File: src/rtl/serial_link_pkg.sv
// Shared link definitions: FSM state encoding and line levels for the serial transmitter.
package serial_link_pkg;

  localparam int unsigned DATA_BITS   = 8;
  localparam logic        START_LEVEL = 1'b0;
  localparam logic        STOP_LEVEL  = 1'b1;
  localparam logic        IDLE_LEVEL  = 1'b1;

  typedef enum logic [2:0] {
    IDLE,
    START,
    DATA,
    PARITY,
    STOP
  } tx_state_e;

endpackage

File: src/rtl/serial_byte_tx_if.sv
// Byte-in / serial-out bundle of serial_byte_tx; the source drives through the master modport.
interface serial_byte_tx_if;

  logic [serial_link_pkg::DATA_BITS-1:0] tx_data;
  logic                                  tx_valid;
  logic                                  tx_ready;
  logic                                  tx_line;
  logic                                  busy;
  logic                                  byte_done;

  modport master (
    output tx_data, tx_valid,
    input  tx_ready, tx_line, busy, byte_done
  );

  modport slave (
    input  tx_data, tx_valid,
    output tx_ready, tx_line, busy, byte_done
  );

endinterface

File: src/rtl/baud_tick_gen.sv
// Bit-period counter: counts 0..CLKS_PER_BIT-1 and flags the terminal count; restart forces 0.
module baud_tick_gen #(
  parameter int unsigned CLKS_PER_BIT = 16
) (
  input  logic clk,
  input  logic rst_n,
  input  logic restart,
  output logic tick
);

  localparam int unsigned CNT_W = (CLKS_PER_BIT > 1) ? $clog2(CLKS_PER_BIT) : 1;
  // CLKS_PER_BIT-1 always fits in CNT_W bits, so the cast never truncates.
  localparam logic [CNT_W-1:0] TERM = CNT_W'(CLKS_PER_BIT - 1);

  logic [CNT_W-1:0] cnt_q;

  assign tick = (cnt_q == TERM);

  always_ff @(posedge clk or negedge rst_n) begin
    if (!rst_n)              cnt_q <= '0;
    else if (restart || tick) cnt_q <= '0;
    else                     cnt_q <= cnt_q + CNT_W'(1);
  end

endmodule

File: src/rtl/serial_byte_tx.sv
// Byte-serial transmitter: start bit, 8 data bits LSB-first, optional even parity, stop bit.
// Define SERIAL_TX_PARITY_EN to insert the parity bit between data and stop.
module serial_byte_tx
  import serial_link_pkg::*;
#(
  parameter int unsigned CLKS_PER_BIT = 16
) (
  input  logic             clk,
  input  logic             rst_n,
  serial_byte_tx_if.slave  bus
);

  localparam int unsigned    IDX_W    = $clog2(DATA_BITS);
  localparam logic [IDX_W-1:0] IDX_LAST = IDX_W'(DATA_BITS - 1);

  tx_state_e              state_q, state_d;
  logic [DATA_BITS-1:0]   sh_q, sh_d;
  logic [IDX_W-1:0]       idx_q, idx_d;
  logic                   tick, accept;
  logic                   line_d, ready_d, busy_d, done_d;
  logic                   line_q, ready_q, busy_q, done_q;

  assign accept = (state_q == IDLE) && ready_q && bus.tx_valid;

  baud_tick_gen #(
    .CLKS_PER_BIT (CLKS_PER_BIT)
  ) u_baud (
    .clk     (clk),
    .rst_n   (rst_n),
    .restart (accept),
    .tick    (tick)
  );

`ifdef SERIAL_TX_PARITY_EN
  // Parity is captured at accept because the shift register is consumed during DATA.
  logic par_q;
  always_ff @(posedge clk or negedge rst_n) begin
    if (!rst_n)      par_q <= 1'b0;
    else if (accept) par_q <= ^bus.tx_data;
  end
`endif

  // State register
  always_ff @(posedge clk or negedge rst_n) begin
    if (!rst_n) state_q <= IDLE;
    else        state_q <= state_d;
  end

  // Next-state logic
  always_comb begin
    state_d = state_q;
    case (state_q)
      IDLE:   if (accept) state_d = START;
      START:  if (tick)   state_d = DATA;
`ifdef SERIAL_TX_PARITY_EN
      DATA:   if (tick && idx_q == IDX_LAST) state_d = PARITY;
      PARITY: if (tick)   state_d = STOP;
`else
      DATA:   if (tick && idx_q == IDX_LAST) state_d = STOP;
`endif
      STOP:   if (tick)   state_d = IDLE;
      default:            state_d = IDLE;
    endcase
  end

  // Shift register and bit index; the index wraps 7 -> 0 on the last data bit.
  always_comb begin
    sh_d  = sh_q;
    idx_d = idx_q;
    if (accept) begin
      sh_d  = bus.tx_data;
      idx_d = '0;
    end else if (state_q == DATA && tick) begin
      sh_d  = {1'b0, sh_q[DATA_BITS-1:1]};
      idx_d = idx_q + IDX_W'(1);
    end
  end

  always_ff @(posedge clk or negedge rst_n) begin
    if (!rst_n) begin
      sh_q  <= '0;
      idx_q <= '0;
    end else begin
      sh_q  <= sh_d;
      idx_q <= idx_d;
    end
  end

  // Output logic: evaluated on the next state so registered outputs line up with the state.
  always_comb begin
    case (state_d)
      START:   line_d = START_LEVEL;
      DATA:    line_d = sh_d[0];
`ifdef SERIAL_TX_PARITY_EN
      PARITY:  line_d = par_q;
`endif
      STOP:    line_d = STOP_LEVEL;
      default: line_d = IDLE_LEVEL;
    endcase
    ready_d = (state_d == IDLE);
    busy_d  = (state_d != IDLE);
    done_d  = (state_q == STOP) && tick;
  end

  always_ff @(posedge clk or negedge rst_n) begin
    if (!rst_n) begin
      line_q  <= IDLE_LEVEL;
      ready_q <= 1'b1;
      busy_q  <= 1'b0;
      done_q  <= 1'b0;
    end else begin
      line_q  <= line_d;
      ready_q <= ready_d;
      busy_q  <= busy_d;
      done_q  <= done_d;
    end
  end

  assign bus.tx_line   = line_q;
  assign bus.tx_ready  = ready_q;
  assign bus.busy      = busy_q;
  assign bus.byte_done = done_q;

endmodule
File: src/flat_wrapper.sv
// flat-port wrapper written by rule: the top's interface ports become plain ports
module serial_byte_tx_flat import serial_link_pkg::*;
#(
  parameter int unsigned CLKS_PER_BIT = 16
)
  (clk, rst_n, bus_tx_data, bus_tx_valid, bus_tx_ready, bus_tx_line, bus_busy, bus_byte_done);
  serial_byte_tx_if bus_i ();
  input  logic clk;
  input  logic rst_n;
  input wire logic [$bits(bus_i.tx_data)-1:0] bus_tx_data;
  input wire logic [$bits(bus_i.tx_valid)-1:0] bus_tx_valid;
  output wire logic [$bits(bus_i.tx_ready)-1:0] bus_tx_ready;
  output wire logic [$bits(bus_i.tx_line)-1:0] bus_tx_line;
  output wire logic [$bits(bus_i.busy)-1:0] bus_busy;
  output wire logic [$bits(bus_i.byte_done)-1:0] bus_byte_done;
  assign bus_i.tx_data = bus_tx_data;
  assign bus_i.tx_valid = bus_tx_valid;
  assign bus_tx_ready = bus_i.tx_ready;
  assign bus_tx_line = bus_i.tx_line;
  assign bus_busy = bus_i.busy;
  assign bus_byte_done = bus_i.byte_done;
  serial_byte_tx #(.CLKS_PER_BIT(CLKS_PER_BIT)) u_core (.clk(clk), .rst_n(rst_n), .bus(bus_i));
endmodule
File: config.mk
export PLATFORM = sky130hd
export DESIGN_NAME = serial_byte_tx_flat
export DESIGN_NICKNAME = d
export VERILOG_FILES = /design/src/rtl/serial_link_pkg.sv /design/src/rtl/serial_byte_tx_if.sv /design/src/rtl/baud_tick_gen.sv /design/src/rtl/serial_byte_tx.sv /design/src/flat_wrapper.sv
export SDC_FILE = /design/constraint.sdc
export NUM_CORES = 1
export LEC_CHECK = 0
export CAP_MARGIN = 40
export CORE_MARGIN = 2
export CORE_UTILIZATION = 59
export CTS_CLUSTER_SIZE = 24
export DETAILED_ROUTE_END_ITERATION = 12
export DONT_BUFFER_PORTS = 1
export PLACE_DENSITY = 0.87
export RECOVER_POWER = 25
export SETUP_SLACK_MARGIN = 0.5
export SLEW_MARGIN = 20
export SYNTH_ARGS = -nofsm -noshare
export SYNTH_HDL_FRONTEND = slang
export SYNTH_HIERARCHICAL = 1
export SYNTH_SLANG_ARGS = --single-unit
File: constraint.sdc
create_clock -name clk -period 2 [get_ports clk]
set_input_delay 0.4 -clock clk [delete_from_list [all_inputs] [get_ports clk]]
set_output_delay 0.4 -clock clk [all_outputs]
set_load 0.02 [all_outputs]
Word-level counts from Yosys, hierarchy flattened
Cells that the tools add are included.
- input port bits: 11
- flip-flop bits (word level): 22
- output and inout bits: 4
- logic and storage cells: 39
- eq/ne operators: 7
- mux-type cells: 11
- add/subtract/negate cells: 2
- reduce and logical (&&, ||, !) cells: 10
- operator list (kind ; count):
    3-bit two-way mux ; 6
    8-bit two-way mux ; 2
    3-bit case mux with 4 select lines ; 1
    3-bit by 1-bit equality test with 1-bit output, second input constant ; 2
    3-bit by 2-bit equality test with 1-bit output, second input constant ; 2
    3-bit equality test, second input constant ; 2
    3-bit zero test ; 2
    1-bit logical AND ; 5
    4-bit by 1-bit adder with 4-bit output, second input constant ; 1
    4-bit equality test, second input constant ; 1
    4-bit two-way mux ; 1
    3-bit by 1-bit adder with 3-bit output, second input constant ; 1
    3-bit nonzero test ; 1
    1-bit case mux with 2 select lines ; 1
    2-bit nonzero test ; 1
    1-bit logical OR ; 1

Logic depth before layout (Yosys ltp)
Gate-level depths: netlist of the first run.
- word-level depth: 7
- depth in mapped cells: 7
- gate-level depth less buffers: 6

Hierarchy
Netlist of the first run, hierarchy kept.
- modules (own cells, without submodules) (module ; cells each ; sequential area each (sq um) ; area an instance (sq um) ; instances):
    serial_byte_tx ; 73 ; 452.9 ; 839.6 ; 1
    baud_tick_gen ; 13 ; 100.1 ; 171.4 ; 1

Worst setup path before layout of the first run
No wires, ideal clock.
- path type: reg-to-reg
- start: register u_core.ready_q (netlist: u_core/bus.tx_ready)
- end: register u_core.sh_q[4]
- setup slack: 299 ps
- arrival time: 1583 ps
- clock period less this slack: 1701 ps
- path buffers: 2
- setup time: 118 ps
- required time: 1882 ps
- stages on the path, launching flop included: 8
- cell sequence: dfstp_2 nand2_1 or4_4 buf_6 inv_4 buf_12 nor2_1 a21o_1
- cells in the longest elaborated chain, start to end: 3
- elaborated cells between the ends (all ways): 4
- those cells by class: mux (1); reduce/logical (3)
- ends and longest elaborated chain (item ; line ; source):
    from (decl) ; serial_byte_tx.sv:21 ; logic line_q, ready_q, busy_q, done_q;
    from (signal assigned) ; serial_byte_tx.sv:113 ; ready_q <= ready_d;
    1-bit logical AND * (2 in series) ; serial_byte_tx.sv:23 ; assign accept = (state_q == IDLE) && ready_q && bus.tx_valid;
    via u_core.accept ; serial_byte_tx.sv:19 ; logic tick, accept;
    8-bit two-way mux or 2-bit nonzero test (tied branches) ; n/a ;
    to (signal assigned) ; serial_byte_tx.sv:81 ; sh_q <= '0;
    to (signal assigned) ; serial_byte_tx.sv:84 ; sh_q <= sh_d;
    to (decl) ; serial_byte_tx.sv:17 ; logic [DATA_BITS-1:0] sh_q, sh_d;
Mark *: on every way through the listed nets, which the timed path passes. The rest lies on a longest branch.
A chain may end at the register's enable or synchronous reset.

Worst setup path after layout of the first run
- start: register u_core.ready_q (netlist: u_core/bus.tx_ready)
- end: register u_core.sh_q[5]
- cells in the longest elaborated chain, start to end: 3
- elaborated cells between the ends (all ways): 4
- those cells by class: mux (1); reduce/logical (3)
- ends and longest elaborated chain (item ; line):
    1-bit logical AND * (2 in series) ; serial_byte_tx.sv:23
    8-bit two-way mux or 2-bit nonzero test (tied branches) ; n/a
Mark *: on every way between the ends. The rest lies on a longest branch, timed or not.

==> summary.md, run 1 <==
| Metric | Value |
|---|---|
| Effective utilization at floorplan | 0.648 |
| ANT cells | 0 |
| Layout cells sized above 1 | 0.439 |
| Yosys top cell area share | 0.495 |
| Crit Path Class | flop to flop |
| Net Sw Frac | 0.353 |
| Number of global-route vias before repair | 752 |
| Crit. End Element | flop |
| Lkg Pwr | 0.575 nW |
| Pre-CTS setup slack | 0.276 ns |
| CP max stage cell | dfstp_2 |
| Syn Inst Count | 86 |
| Worst slew pin tran | 1.11 ns |
| Max Clk Rate | 595 MHz |
| Vias per inst | 6.09 |
| Setup TNS Final | 0 ns |
| GRT Total Usage | 0.230 |
| RSZ-0062 raised after global routing | yes |
| Clk pwr share | 0.145 |
| Largest net degree at the start of global routing | 23 |
| Adder-cell share of the synthesized area | 0.0371 |
| Post-synthesis sequential area ratio | 0.547 |
| Pins Over Slew Limit | 0 |
| Mean post-synth cell area | 11.8 um^2 |
| CTS H-Tree Depth | 1 |
| Top_reg_cell synth | dfrtp_1 |
| 1st-pass router iterations | 5 |
| Hold Path Cell Cnt | 2 |
| Post-Route WL | 1990 um |
| Minimum clock period | 1.68 ns |
| Gate power share | 0.348 |
| Area Overhead vs Synth | 20.0% |
| Max IR drop VDD | 1080 uV |
| R2R Setup Slk | 0.32 ns |
| Multiplexer share of the synthesized area | 0.0210 |
| Clock Latency Late Sink | 0.31 ns |
| EDFF count, synth | 0 |
| IO Port Bufs | 0 |
| Post-Synthesis Cell Area | 1010 um^2 |
| Async set or reset register ratio after synthesis | 1.00 |
| Final net count | 113 |
| Flop pwr share | 0.507 |
| Relative slew slack | 0.259 |
| Maxcap violations | 0 |
| Status | finished clean |
| Antenna Nets Post-Route | 0 |
| CTS root buffer | clkbuf_4 |
| Register-to-Register Path Depth | 5 |
| Via count | 694 |
| Synth Area in Simple Gates | 0.194 |
| Required time worst endpoint | 2.21 ns |
| Synth top area cells | dfrtp_1 (50%), dfstp_2 (5.2%), ha_1 (3.7%) |
| Hold_ws | 0.199 ns |
| Final Util | 0.778 |
| Commonest cells in the netlist | dfrtp_1 (20), nand2_1 (10), nand3_1 (6), nor2_1 (5), nor3_1 (5) |
| Min-delay worst type | input port to flop |
| Worst-path cell chain | nand2_2 > or4_4 > inv_8 > nor2_4 > a21o_1 |
| Tcrit/Tclk final | 0.841 |
| I/O pin total | 15 |
| Clock tree buffer depth | 2 |
| Netlist cell types | 32 |
| Final Hold Viols | 0 |
| Final WS setup | 0.319 ns |
| Final setup vio count | 0 |
| Pwr/cell area | 1360 nW/um^2 |
| Crit path DAT | 1.89 ns |
| Antenna violations before repair | 0 |
| HP Start | bus_tx_data[7] |
| Total gr overflow | 0 |
| Compound-Gate Fraction of Synth Area | 0.136 |
| Reg2reg end | u_core/sh_q[5] |
| Row cnt | 14 |
| Internal | 1.07 mW |
| Yosys reg bits | 22 |
| Drt initial violations | 8 |
| CP max stage delay | 0.62 ns |
| Nature of the critical path startpoint | flop |
| Hpwl dp | 1140 um |
| Switching power | 584 uW |
| Synth warnings | 6 |
| CTS buffer count | 3 |
| Top-count cell post-synth | dfrtp_1 |
| Yosys top cell by area | dfrtp_1 |
| Clock Skews | 0.00713 ns |
| Die height | 45.4 um |
| Die ar. | 2060 um^2 |
| Worst Hold Path EP | u_core/sh_q[7] |
| GP Congestion | 0.683 |
| CP Max Fanout | 7 |
| DR DRC count | 0 |
| DR WL/cell | 17.5 um |
| Clock slew at reported path FFs | 0.12 ns |
| Main combinational cell family by area after synthesis | simple AND/OR/NAND/NOR gates |
| Core footprint | 1560 um^2 |
| Xor/xnor share of the synthesized area | 0.00866 |
| TritonCTS clock tree | built |
| Die Span X | 45.4 um |
| Mapped Nets | 100 |
| CTS sink cnt | 22 |
| Reg-to-Reg Start | u_core/bus.tx_ready |
| First-pass GRT wire length | 3260 um |
[cells in the final DEF (no fill, tap or decap), types with 2 or more instances in the layout]
cell / Yosys / final
dfrtp_1: 20 / 20
nand2_1: 10 / 8
buf_4: 1 / 6
nand3_2: 0 / 5
a21o_1: 4 / 4
buf_6: 2 / 4
clkbuf_4: 0 / 3
nor2_1: 5 / 3
nor3_2: 0 / 3
a22o_1: 3 / 3
nand2_2: 0 / 2
nand3b_1: 2 / 2
o21ai_1: 0 / 2
nor3_1: 5 / 2
ha_1: 3 / 2
dfstp_2: 2 / 2
[how the worst max path moves through the flow]
stage / startpoint / endpoint / slack, ns
after floorplan: u_core/bus.tx_ready / u_core/sh_q[4] / 0.32
after global placement: u_core/bus.tx_ready / u_core/bus.tx_line / 0.32
after detailed placement: u_core/bus.tx_ready / u_core/sh_q[5] / 0.28
after CTS: u_core/bus.tx_ready / u_core/sh_q[5] / 0.35
after global routing: u_core/bus.tx_ready / u_core/sh_q[1] / 0.26
final: u_core/bus.tx_ready / u_core/sh_q[5] / 0.32
[state kept, by name, summed over array words and instances, names as in the netlist]
signal	count
u_core/bus.tx_line	1
u_core/sh_q	8
u_core/bus.busy	1
u_core/u_baud/cnt_q	4
u_core/bus.tx_ready	1
u_core/state_q	3
u_core/bus.byte_done	1
u_core/idx_q	3
[critical path, delay by kind of cell, from the launching register on]
kind,cells,cell delay [ns]
simple gates,3,0.66
compound gates,1,0.19
buf+inv,1,0.12
flops,1,0.62
[repair_timing]
item | CTS | global route
hold buffers | 1 | 0
hold endpoints to repair | 22 | 0
resized for setup | 13 | 12
cloned | 0 | 1
endpoints found under the setup margin | 20 | 20
pin swaps | 6 | 3
buffers inserted | 10 | 0
[area by class of cell]
| class | count | area, um^2 |
|---|---|---|
| Clock buffer | 4 | 36.3 |
| Timing Repair Buffer | 11 | 93.8 |
| Fill cell | 81 | 345 |
| Inverter | 1 | 11.3 |
| Tap cell | 16 | 20.0 |
| Timing Repair inverter | 1 | 6.26 |
| Sequential cell | 22 | 553 |
| Multi-Input combinational cell | 59 | 493 |
[kinds of logic after synthesis]
| logic type | Yosys count |
|---|---|
| DFF | 22 |
| muxes | 2 |
| buffers and inverters | 5 |
| adders and majority gates | 3 |
| AOI/OAI and AO/OA | 17 |
| and+or+nand+nor | 36 |
| xor gates and xnor gates | 1 |
[per-layer routing]
layer / wire (um) / GRT usage
met5: 0 / 0
met4: 41 / 0.171
met3: 32 / 0.0238
met2: 1050 / 0.358
met1: 869 / 0.294
[metrics by stage]
step / instances / cell area, um^2 / power, mW
floorplan: 86 / 1020 / 1.16
global placement: 98 / 995 / 1.19
detailed placement: 98 / 995 / 1.22
CTS: 113 / 1160 / 1.57
global route: 114 / 1210 / 1.76
finish: 114 / 1210 / 1.65
[power by group through the flow]
stage	clock, mW	combinational [mW]	sequential (mW)
6_report	0.240	0.576	0.838
5_1_grt	0.260	0.643	0.861
4_1_cts	0.243	0.504	0.827
3_5_place_dp	0	0.388	0.835
3_3_place_gp	0	0.367	0.825
2_1_floorplan	0	0.367	0.796
Power figures use the tool's default switching activity.
==> run 2, diff against run 1 <==
==> constraint.sdc (replaced) <==
create_clock -name clk -period 1.7 [get_ports clk]
set_input_delay 0.34 -clock clk [delete_from_list [all_inputs] [get_ports clk]]
set_output_delay 0.34 -clock clk [all_outputs]
set_load 0.02 [all_outputs]
==> summary.md, run 2 (same netlist as run 1, synthesis figures left out) <==
| Metric | Value |
|---|---|
| Register-to-Register Path Depth | 6 (+1) |
| Clock Skews | 0.00549 ns (-0.00164 ns) |
| Clock tree buffer depth | 2 (unchanged) |
| DR WL/cell | 18.7 um (+7.3%) |
| Setup TNS Final | 0 ns (unchanged) |
| Crit Path Class | flop to flop |
| DR DRC count | 0 (unchanged) |
| Final setup vio count | 0 (unchanged) |
| Final net count | 124 (+9.7%) |
| I/O pin total | 15 (unchanged) |
| CTS sink cnt | 22 (unchanged) |
| Crit. End Element | flop |
| GRT Total Usage | 0.249 (+0.0189) |
| Required time worst endpoint | 1.88 ns (-0.33 ns) |
| Relative slew slack | 0.413 (+0.155) |
| Effective utilization at floorplan | 0.648 (unchanged) |
| CTS root buffer | clkbuf_4 |
| Area Overhead vs Synth | 30.2% |
| Clock slew at reported path FFs | 0.11 ns (about the same) |
| Finished Layout Cells | 124 (+8.8%) |
| R2R Setup Slk | 0.1 ns (-0.22 ns) |
| Gr busiest metal | met2 |
| Crit path DAT | 1.78 ns (-0.11 ns) |
| PnR Total Power | 2.09 mW (+26%) |
| Tcrit/Tclk final | 0.943 (+0.103) |
| Top reg by flops | u_core/sh_q |
| IO Port Bufs | 0 (unchanged) |
| Met1 usage | 0.322 (+0.0275) |
| Vias per inst | 6.28 (+3.2%) |
| Max Clk Rate | 624 MHz (+4.8%) |
| First-pass GRT wire length | 3550 um (+8.9%) |
| Number of global-route vias before repair | 728 (-3.2%) |
| Antenna Nets Post-Route | 0 (unchanged) |
| Post-Layout Inst Area | 1320 um^2 (+8.5%) |
| Pins Over Slew Limit | 0 (unchanged) |
| Row cnt | 14 (unchanged) |
| Die ar. | 2060 um^2 (unchanged) |
| Minimum clock period | 1.60 ns (-0.0776 ns) |
| TritonCTS clock tree | built |
| ANT cells | 0 (unchanged) |
| CP Max Fanout | 7 (unchanged) |
| Clock Latency Late Sink | 0.29 ns (-0.02 ns) |
| Fillcell total | 77 (-4.9%) |
| Drt initial violations | 40 (+32) |
| Antenna violations before repair | 0 (unchanged) |
| Die height | 45.4 um (unchanged) |
| Status | finished clean |
| Min-delay worst type | input port to flop |
| Max IR drop VDD | 1030 uV (-4.8%) |
| Worst Hold Path EP | u_core/sh_q[3] |
| Die Span X | 45.4 um (unchanged) |
| DP Cell Count | 104 (+6.1%) |
| Post-Route WL | 2320 um (+17%) |
| Most common cell after layout, fill and taps aside | dfrtp_1 |
| Reg2reg end | u_core/bus.busy |
| Hold Path Cell Cnt | 2 (unchanged) |
| Placed inst area | 1040 um^2 (+4.9%) |
| Via count | 779 (+12%) |
| Reg-to-Reg Start | u_core/u_baud/cnt_q[0] |
| Largest regs | u_core/sh_q (8), u_core/u_baud/cnt_q (4) |
| Pwr/cell area | 1590 nW/um^2 (+17%) |
| Largest net degree at the start of global routing | 23 (unchanged) |
| Most frequent cells in the layout | dfrtp_1 (20), buf_4 (15), nand2_1 (8) |
| HP Start | bus_tx_data[3] |
| Worst slew pin tran | 0.880 ns (-0.232 ns) |
| 1st-pass router iterations | 4 (-1) |
| CTS buffer count | 3 (unchanged) |
| Core footprint | 1560 um^2 (unchanged) |
| Hpwl dp | 1270 um (+11%) |
| Largest register FFs | 8 (unchanged) |
| RSZ-0062 raised after global routing | yes |
| GP Congestion | 0.742 (+8.6%) |
| Maxcap violations | 0 (unchanged) |
| Final Hold Viols | 0 (unchanged) |
| Nature of the critical path startpoint | flop |
| Layout cells sized above 1 | 0.463 (+0.0242) |
| CTS H-Tree Depth | 1 (unchanged) |
| Lkg Pwr | 0.636 nW (+11%) |
| Met2 Use GR | 0.414 (+0.0563) |
| Total gr overflow | 0 (unchanged) |
| M3 GR Usage | 0.0595 (+0.0357) |
run 2: changes by cell type in the layout (fill, tap and decap cells not counted), sizes merged:
| cell | change |
|---|---|
| clkbuf | -1 |
| buf | +10 |
| dlygate4sd3 | +1 |
run 2: per-stage QoR:
stage | utilization | setup slack, ns | hold slack, ns
6_report | 0.844 | 0.0964 | 0.151
3_3_place_gp | 0.669 | 0.0831 | 0.0449
2_1_floorplan | - | 0.0162 | 0.0444
5_1_grt | 0.844 | 0.0483 | 0.134
4_1_cts | 0.792 | 0.133 | 0.143
3_5_place_dp | 0.669 | 0.0494 | 0.0449
run 2: cell type report:
| cell class | count | area [um^2] | area share |
|---|---|---|---|
| Multi-Input combinational cell | 59 | 520 | 0.395 |
| Timing Repair Buffer | 22 | 183 | 0.139 |
| Sequential cell | 22 | 553 | 0.420 |
| Clock buffer | 3 | 22.5 | 0.0171 |
| Inverter | 1 | 11.3 | 0.00856 |
| Timing Repair inverter | 1 | 6.26 | 0.00475 |
| Tap cell | 16 | 20.0 | 0.0152 |
run 2: what timing repair did:
action | 4_1_cts | 5_1_grt
hold buffers | 1 | 0
endpoints found under the hold margin | 22 | 0
cloned | 1 | 0
pin swaps | 15 | 6
setup buffers | 10 | 4
endpoints found under the setup margin | 24 | 24
gates resized for setup | 18 | 10
run 2: worst max-delay path by stage:
stage / cells past startpoint / slack (ns) / end / startpoint
floorplan: 7 / 0.02 / u_core/sh_q[4] / u_core/bus.tx_ready
global placement: 5 / 0.08 / u_core/bus.busy / u_core/u_baud/cnt_q[0]
detailed placement: 5 / 0.05 / u_core/bus.busy / u_core/u_baud/cnt_q[0]
CTS: 5 / 0.13 / u_core/bus.tx_line / u_core/bus.tx_ready
global route: 6 / 0.05 / u_core/bus.busy / u_core/u_baud/cnt_q[1]
finish: 6 / 0.1 / u_core/bus.busy / u_core/u_baud/cnt_q[0]
run 2: critical path, cell delays in order (launching register included):
cell	delay [ns]
dfrtp_1	0.39
ha_2	0.20
and3_4	0.23
nand2_1	0.08
nand3b_1	0.15
a21oi_4	0.09
or3_1	0.36
run 2: where the power goes:
group          leakage [nW]  switching, mW  internal, mW
Clock                0.0138          0.141        0.0824
Combinational         0.353          0.422         0.493
Sequential            0.270          0.187         0.766
run 2: routing by layer:
layer	vias to the layer above	routed length, um	share of wire
met5	-	0	0
met4	0	23	0.0099
met3	4	113	0.049
met1	380	959	0.41
li1	361	-	-
met2	34	1230	0.53
